**src/rtl/execute.sv**
```systemverilog
// Execute stage: register file, combinational decode/ALU and a
// one-cycle registered result bundle for the MIPS-I integer subset.
module execute (
  input  logic        clock,
  input  logic        reset_n,
  input  logic [31:0] insn,
  input  logic [31:0] pc,
  input  logic        valid,
  input  logic        wb_en,
  input  logic [4:0]  wb_addr,
  input  logic [31:0] wb_data,
  output logic [8:0]  control,
  output logic [31:0] exec_out,
  output logic [31:0] effective_addr,
  output logic [31:0] store_data,
  output logic [4:0]  dest_addr,
  output logic [1:0]  mem_size,
  output logic        load_signed
);

  localparam logic [5:0] OP_REGIMM = 6'h01;
  localparam logic [5:0] OP_JAL    = 6'h03;
  localparam logic [5:0] OP_LB     = 6'h20;
  localparam logic [5:0] OP_LW     = 6'h23;
  localparam logic [5:0] OP_LBU    = 6'h24;
  localparam logic [5:0] OP_SB     = 6'h28;
  localparam logic [5:0] OP_SW     = 6'h2b;

  localparam logic [8:0] C_BR  = 9'h100;
  localparam logic [8:0] C_J   = 9'h080;
  localparam logic [8:0] C_JAL = 9'h0a0;
  localparam logic [8:0] C_ST  = 9'h042;
  localparam logic [8:0] C_LD  = 9'h032;
  localparam logic [8:0] C_R   = 9'h02c;
  localparam logic [8:0] C_I   = 9'h022;
  localparam logic [8:0] C_JR  = 9'h001;

  logic [31:0] rf [32];

  logic [5:0]  op;
  logic [5:0]  fn;
  logic [4:0]  rs;
  logic [4:0]  rt;
  logic [4:0]  rd;
  logic [4:0]  sh;
  logic [15:0] imm;
  logic [25:0] tgt;

  assign op  = insn[31:26];
  assign rs  = insn[25:21];
  assign rt  = insn[20:16];
  assign rd  = insn[15:11];
  assign sh  = insn[10:6];
  assign fn  = insn[5:0];
  assign imm = insn[15:0];
  assign tgt = insn[25:0];

  logic [31:0] a;
  logic [31:0] b;
  logic [31:0] se;
  logic [31:0] ze;
  logic [31:0] boff;

  // Same-cycle write-back is forwarded so decode never sees stale data
  always_comb begin
    if (rs == 5'd0)
      a = 32'd0;
    else if (wb_en && wb_addr == rs)
      a = wb_data;
    else
      a = rf[rs];
  end

  always_comb begin
    if (rt == 5'd0)
      b = 32'd0;
    else if (wb_en && wb_addr == rt)
      b = wb_data;
    else
      b = rf[rt];
  end

  assign se   = {{16{imm[15]}}, imm};
  assign ze   = {16'd0, imm};
  assign boff = {{14{imm[15]}}, imm, 2'b00};

  logic is_nop;
  logic is_r;
  logic is_imm;
  logic is_ld;
  logic is_st;
  logic is_br;
  logic is_j;
  logic take;

  assign is_nop = (insn == 32'd0);
  assign is_r   = (op == 6'h00) && !is_nop;
  assign is_imm = (op[5:3] == 3'b001);
  assign is_ld  = (op == OP_LW) || (op == OP_LB) || (op == OP_LBU);
  assign is_st  = (op == OP_SW) || (op == OP_SB);
  assign is_br  = (op[5:2] == 4'b0001)
               || (op == OP_REGIMM && rt[4:1] == 4'd0);
  assign is_j   = (op[5:1] == 5'b00001);

  always_comb begin
    take = 1'b0;
    case (op)
      6'h04:     take = (a == b);
      6'h05:     take = (a != b);
      6'h06:     take = ($signed(a) <= 32'sd0);
      6'h07:     take = ($signed(a) > 32'sd0);
      OP_REGIMM: take = rt[0] ? ($signed(a) >= 32'sd0)
                              : ($signed(a) < 32'sd0);
      default:   take = 1'b0;
    endcase
  end

  logic [8:0]  d_ctrl;
  logic [31:0] d_out;
  logic [31:0] d_ea;
  logic [31:0] d_sd;
  logic [4:0]  d_dst;
  logic [1:0]  d_ms;
  logic        d_ls;

  always_comb begin
    d_ctrl = 9'd0;
    d_out  = 32'd0;
    d_ea   = pc;
    d_sd   = 32'd0;
    d_ms   = 2'b00;
    d_ls   = 1'b0;
    unique case (1'b1)
      is_r: begin
        d_ctrl = C_R;
        case (fn)
          6'h20, 6'h21: d_out = a + b;
          6'h22, 6'h23: d_out = a - b;
          6'h24: d_out = a & b;
          6'h25: d_out = a | b;
          6'h26: d_out = a ^ b;
          6'h27: d_out = ~(a | b);
          6'h2a: d_out = {31'd0, $signed(a) < $signed(b)};
          6'h2b: d_out = {31'd0, a < b};
          6'h00: d_out = b << sh;
          6'h02: d_out = b >> sh;
          6'h03: d_out = $signed(b) >>> sh;
          6'h04: d_out = b << a[4:0];
          6'h06: d_out = b >> a[4:0];
          6'h07: d_out = $signed(b) >>> a[4:0];
          6'h08: begin
            d_ctrl = C_JR;
            d_ea   = a;
          end
          default: d_ctrl = 9'd0;
        endcase
      end
      is_imm: begin
        d_ctrl = C_I;
        case (op)
          6'h08, 6'h09: d_out = a + se;
          6'h0a: d_out = {31'd0, $signed(a) < $signed(se)};
          6'h0b: d_out = {31'd0, a < se};
          6'h0c: d_out = a & ze;
          6'h0d: d_out = a | ze;
          6'h0e: d_out = a ^ ze;
          default: d_out = {imm, 16'd0};
        endcase
      end
      is_ld: begin
        d_ctrl = C_LD;
        d_out  = a + se;
        d_ms   = (op == OP_LW) ? 2'b00 : 2'b01;
        d_ls   = (op == OP_LB);
      end
      is_st: begin
        d_ctrl = C_ST;
        d_out  = a + se;
        d_sd   = b;
        d_ms   = (op == OP_SW) ? 2'b00 : 2'b01;
      end
      is_br: begin
        d_ea   = pc + boff;
        d_ctrl = take ? C_BR : 9'd0;
      end
      is_j: begin
        d_ea = {pc[31:28], tgt, 2'b00};
        if (op == OP_JAL) begin
          d_ctrl = C_JAL;
          d_out  = pc + 32'd4;
        end else begin
          d_ctrl = C_J;
        end
      end
      default: d_ctrl = 9'd0;
    endcase
  end

  always_comb begin
    if (d_ctrl[3])
      d_dst = rd;
    else if (is_j && op == OP_JAL)
      d_dst = 5'd31;
    else
      d_dst = rt;
  end

  // Boot image expects a live stack pointer and a return address into main
  always_ff @(posedge clock or negedge reset_n) begin
    if (!reset_n) begin
      for (int k = 0; k < 32; k++)
        rf[k] <= 32'd0;
      rf[29] <= 32'h8012_0000;
      rf[31] <= 32'h7777_7777;
    end else if (wb_en && wb_addr != 5'd0) begin
      rf[wb_addr] <= wb_data;
    end
  end

  always_ff @(posedge clock or negedge reset_n) begin
    if (!reset_n) begin
      control        <= 9'd0;
      exec_out       <= 32'd0;
      effective_addr <= 32'd0;
      store_data     <= 32'd0;
      dest_addr      <= 5'd0;
      mem_size       <= 2'b00;
      load_signed    <= 1'b0;
    end else if (valid) begin
      control        <= d_ctrl;
      exec_out       <= d_out;
      effective_addr <= d_ea;
      store_data     <= d_sd;
      dest_addr      <= d_dst;
      mem_size       <= d_ms;
      load_signed    <= d_ls;
    end
  end

endmodule

```
**config.mk**
```make
export PLATFORM = sky130hd
export DESIGN_NAME = execute
export DESIGN_NICKNAME = d
export VERILOG_FILES = /design/src/rtl/execute.sv
export SDC_FILE = /design/constraint.sdc
export NUM_CORES = 2
export LEC_CHECK = 0
export ABC_AREA = 0
export CORE_MARGIN = 2
export CORE_UTILIZATION = 35
export CTS_CLUSTER_SIZE = 25
export DETAILED_ROUTE_END_ITERATION = 8
export HOLD_SLACK_MARGIN = 0.03
export PLACE_DENSITY = 0.61
export SLEW_MARGIN = 10
export SYNTH_ARGS = -nofsm -noshare
export SYNTH_HDL_FRONTEND = slang
export SYNTH_SLANG_ARGS = --single-unit
```
**constraint.sdc**
```tcl
create_clock -name clock -period 6.69 [get_ports clock]
set_input_delay 2.007 -clock clock [delete_from_list [all_inputs] [get_ports clock]]
set_output_delay 2.007 -clock clock [all_outputs]
set_load 0.01 [all_outputs]
```
==> run metrics <==
outcome finished clean; antenna-violating nets left 0; WP data required 7.35 ns; # clock sinks 1135; r2r startpoint rf[256]; via count 67300; Crit. Startpoint insn[21]; maxcap violations 0; synth-to-layout area growth 25.8%; H-tree depth 4; Least-Margin Pin Slew 1.07 ns; Worst R2R Setup Slack 1.12 ns; first-pass GRT wire length 497 mm; DR pass1 iterations 6; routed vias/inst 6.15; fin area 97600 um^2; Hold Path Depth 0; Die X 475 um; Slowest cell on crit path mux4_2; startpoint types input port; CTS root buf clkbuf_16; Clk Latency, worst-skew pair 0.83 ns; Critical Path Max Stage Delay 0.52 ns; slew margin rel. 0.288; Synth Net Count 7069; cell area after synthesis 77500 um^2; Hold WS 0.398 ns; die area 225000 um^2; Final setup viols 0; routability cong. 1.07; synthesized flop and latch total 1135; RSZ-0062 raised after global routing true; Worst-path clk slew 0.06 ns; largest net degree at the start of global routing 129; sequential area share after synthesis 0.367; Initial Util 0.353; Static Leakage 42.9 nW; crit-path cells buf_8, buf_12, buf_12, mux4_2, mux2i_1, a22oi_1, nand3_1, a21oi_2, buf_4, buf_4, ha_1, a211oi_1, nor2_1, nor2_1, nor3_1, a41oi_2, buf_4, o21ai_0, a22oi_1, o2111ai_1, a21oi_1, a21oi_1, buf_4, a211o_1; Hold Crit Class register to register; cells after synthesis 6776; FFs w/ async S/R, synth 1.00; final net count 8185; commonest non-fill, non-tap cell in the layout buf_4; placed cell area 92800 um^2; CP Depth 24; Unique masters post-synth 106; core area 220000 um^2; layout filler cell count 20500; R2R depth 20; Final Hold Viols 0; setup slack at placement -1.33 ns; Die Ht 475 um; TritonCTS buffer count 131; # IOs 218; maximum clock path buffer count 3; worst hold start rf[1008]; CP delay by family, top compound AO/OA/AOI/OAI gates; Slew Limit Fails 0; Synth Warn # 0; Worst VDD drop 246 uV; overflow left after global routing 0; Critical Path AT 7.27 ns; Post-synth EDFFs 0; WL/cell 32.0 um; CP Capture Type register; syn avg cell area 11.4 um^2; Iteration-0 DRC Markers 8399; period utilization 0.988; Site Rows 172; PortBufs 216; Max Fclk 151 MHz; initial antenna violation count 8; cts-stage hold buffer count 0; worst clock skew 0.0624 ns; Post-Route WL 351 mm; WP buf/inv 7; Post-DP HPWL 257 mm; DR DRC count 0; critical path class input port to register; final worst slack 0.0787 ns; total track usage 0.306; share of cells above drive strength 1 0.422; Tmin final 6.61 ns; Top FF cell, synth dfrtp_1; vias in the first global route 67100; most frequent cells in the layout buf_4 (1286), dfrtp_1 (1108), mux2_2 (1085), mux2i_1 (472), mux4_2 (457); pwr dens 272 nW/um^2; CP Max Fanout 16; CP most frequent cell buf_4; TritonCTS clock tree built
-- cell usage after synthesis, drive strengths merged, types with 77 or more instances --
cell,count,area (um^2)
dfrtp,1108,27700
mux2,1086,12200
mux2i,474,4750
mux4,457,10300
clkbuf,394,1480
nor2,390,1460
nand2,346,1300
a21oi,306,1540
buf,239,1500
o21ai,217,1100
ha,184,2300
inv,155,582
a22oi,107,803
xnor2,103,902
o22ai,94,588
nand3,77,385
nor3,77,390
-- per-stage QoR --
stage,util,TNS [ns],total power [mW],std cells
after floorplan,-,-2.02,14.1,6776
after global placement,0.422,-19.01,18.5,10700
after detailed placement,0.422,-19.89,18.7,10700
after CTS,0.442,0,26.4,10900
after global routing,0.444,-0.0672,27.6,11000
final,0.444,0,26.5,11000
-- metal layers --
metal,global-route usage,vias to the layer above,share of wire
met4,0.176,4,0.068
met3,0.0719,885,0.096
li1,-,28000,-
met1,0.391,34700,0.39
met5,0,-,0.000097
met2,0.472,3753,0.45
-- cells by family (layout without fill, tap and decap cells) --
family,after synthesis,in the layout,synth area share
and+or+nand+nor,1177,1177,0.0708
DFF,1135,1135,0.367
xor gates and xnor gates,143,143,0.0162
other,1,5,0.0000484
adders and majority gates,188,188,0.0307
AOI/OAI and AO/OA,1322,1322,0.118
muxes,2017,2017,0.352
buffers and inverters,793,2011,0.0462
-- final cells by class --
class / count / area, um^2 / share of cell area
Antenna cell: 4 / 10.0 / 0.000103
Multi-Input combinational cell: 4848 / 46200 / 0.474
Inverter: 160 / 603 / 0.00618
Timing Repair Buffer: 1616 / 14100 / 0.145
Clock inverter: 61 / 785 / 0.00804
Tap cell: 2958 / 3700 / 0.0379
Clock buffer: 174 / 3690 / 0.0378
Sequential cell: 1135 / 28400 / 0.291
-- registers in the layout (all words and copies together), names as in the netlist --
| name | flops |
|---|---|
| dest_addr | 5 |
| store_data | 32 |
| rf | 1024 |
| load_signed | 1 |
| exec_out | 32 |
| mem_size | 1 |
| effective_addr | 32 |
| control | 8 |
-- report_power, final --
group	total [mW]	internal [mW]	switching [mW]
sequential	9.04	8.10	0.938
clock	7.62	4.36	3.26
combinational	9.88	4.88	5.00
total	26.5	17.3	9.20
-- repair_timing --
action / in CTS / in global routing
pin swaps: 0 / 15
resized for setup: 11 / 38
endpoints found under the setup margin: 9 / 17
gates cloned: 0 / 1
setup buffers: 0 / 3
-- final timing paths --
kind	to
max	exec_out[26]
min reg2reg	rf[1008]
max reg2reg	exec_out[13]
max in group asynchronous	rf[529]
min in group asynchronous	rf[125]
min	rf[1008]
(Power assumes the default switching activity.)
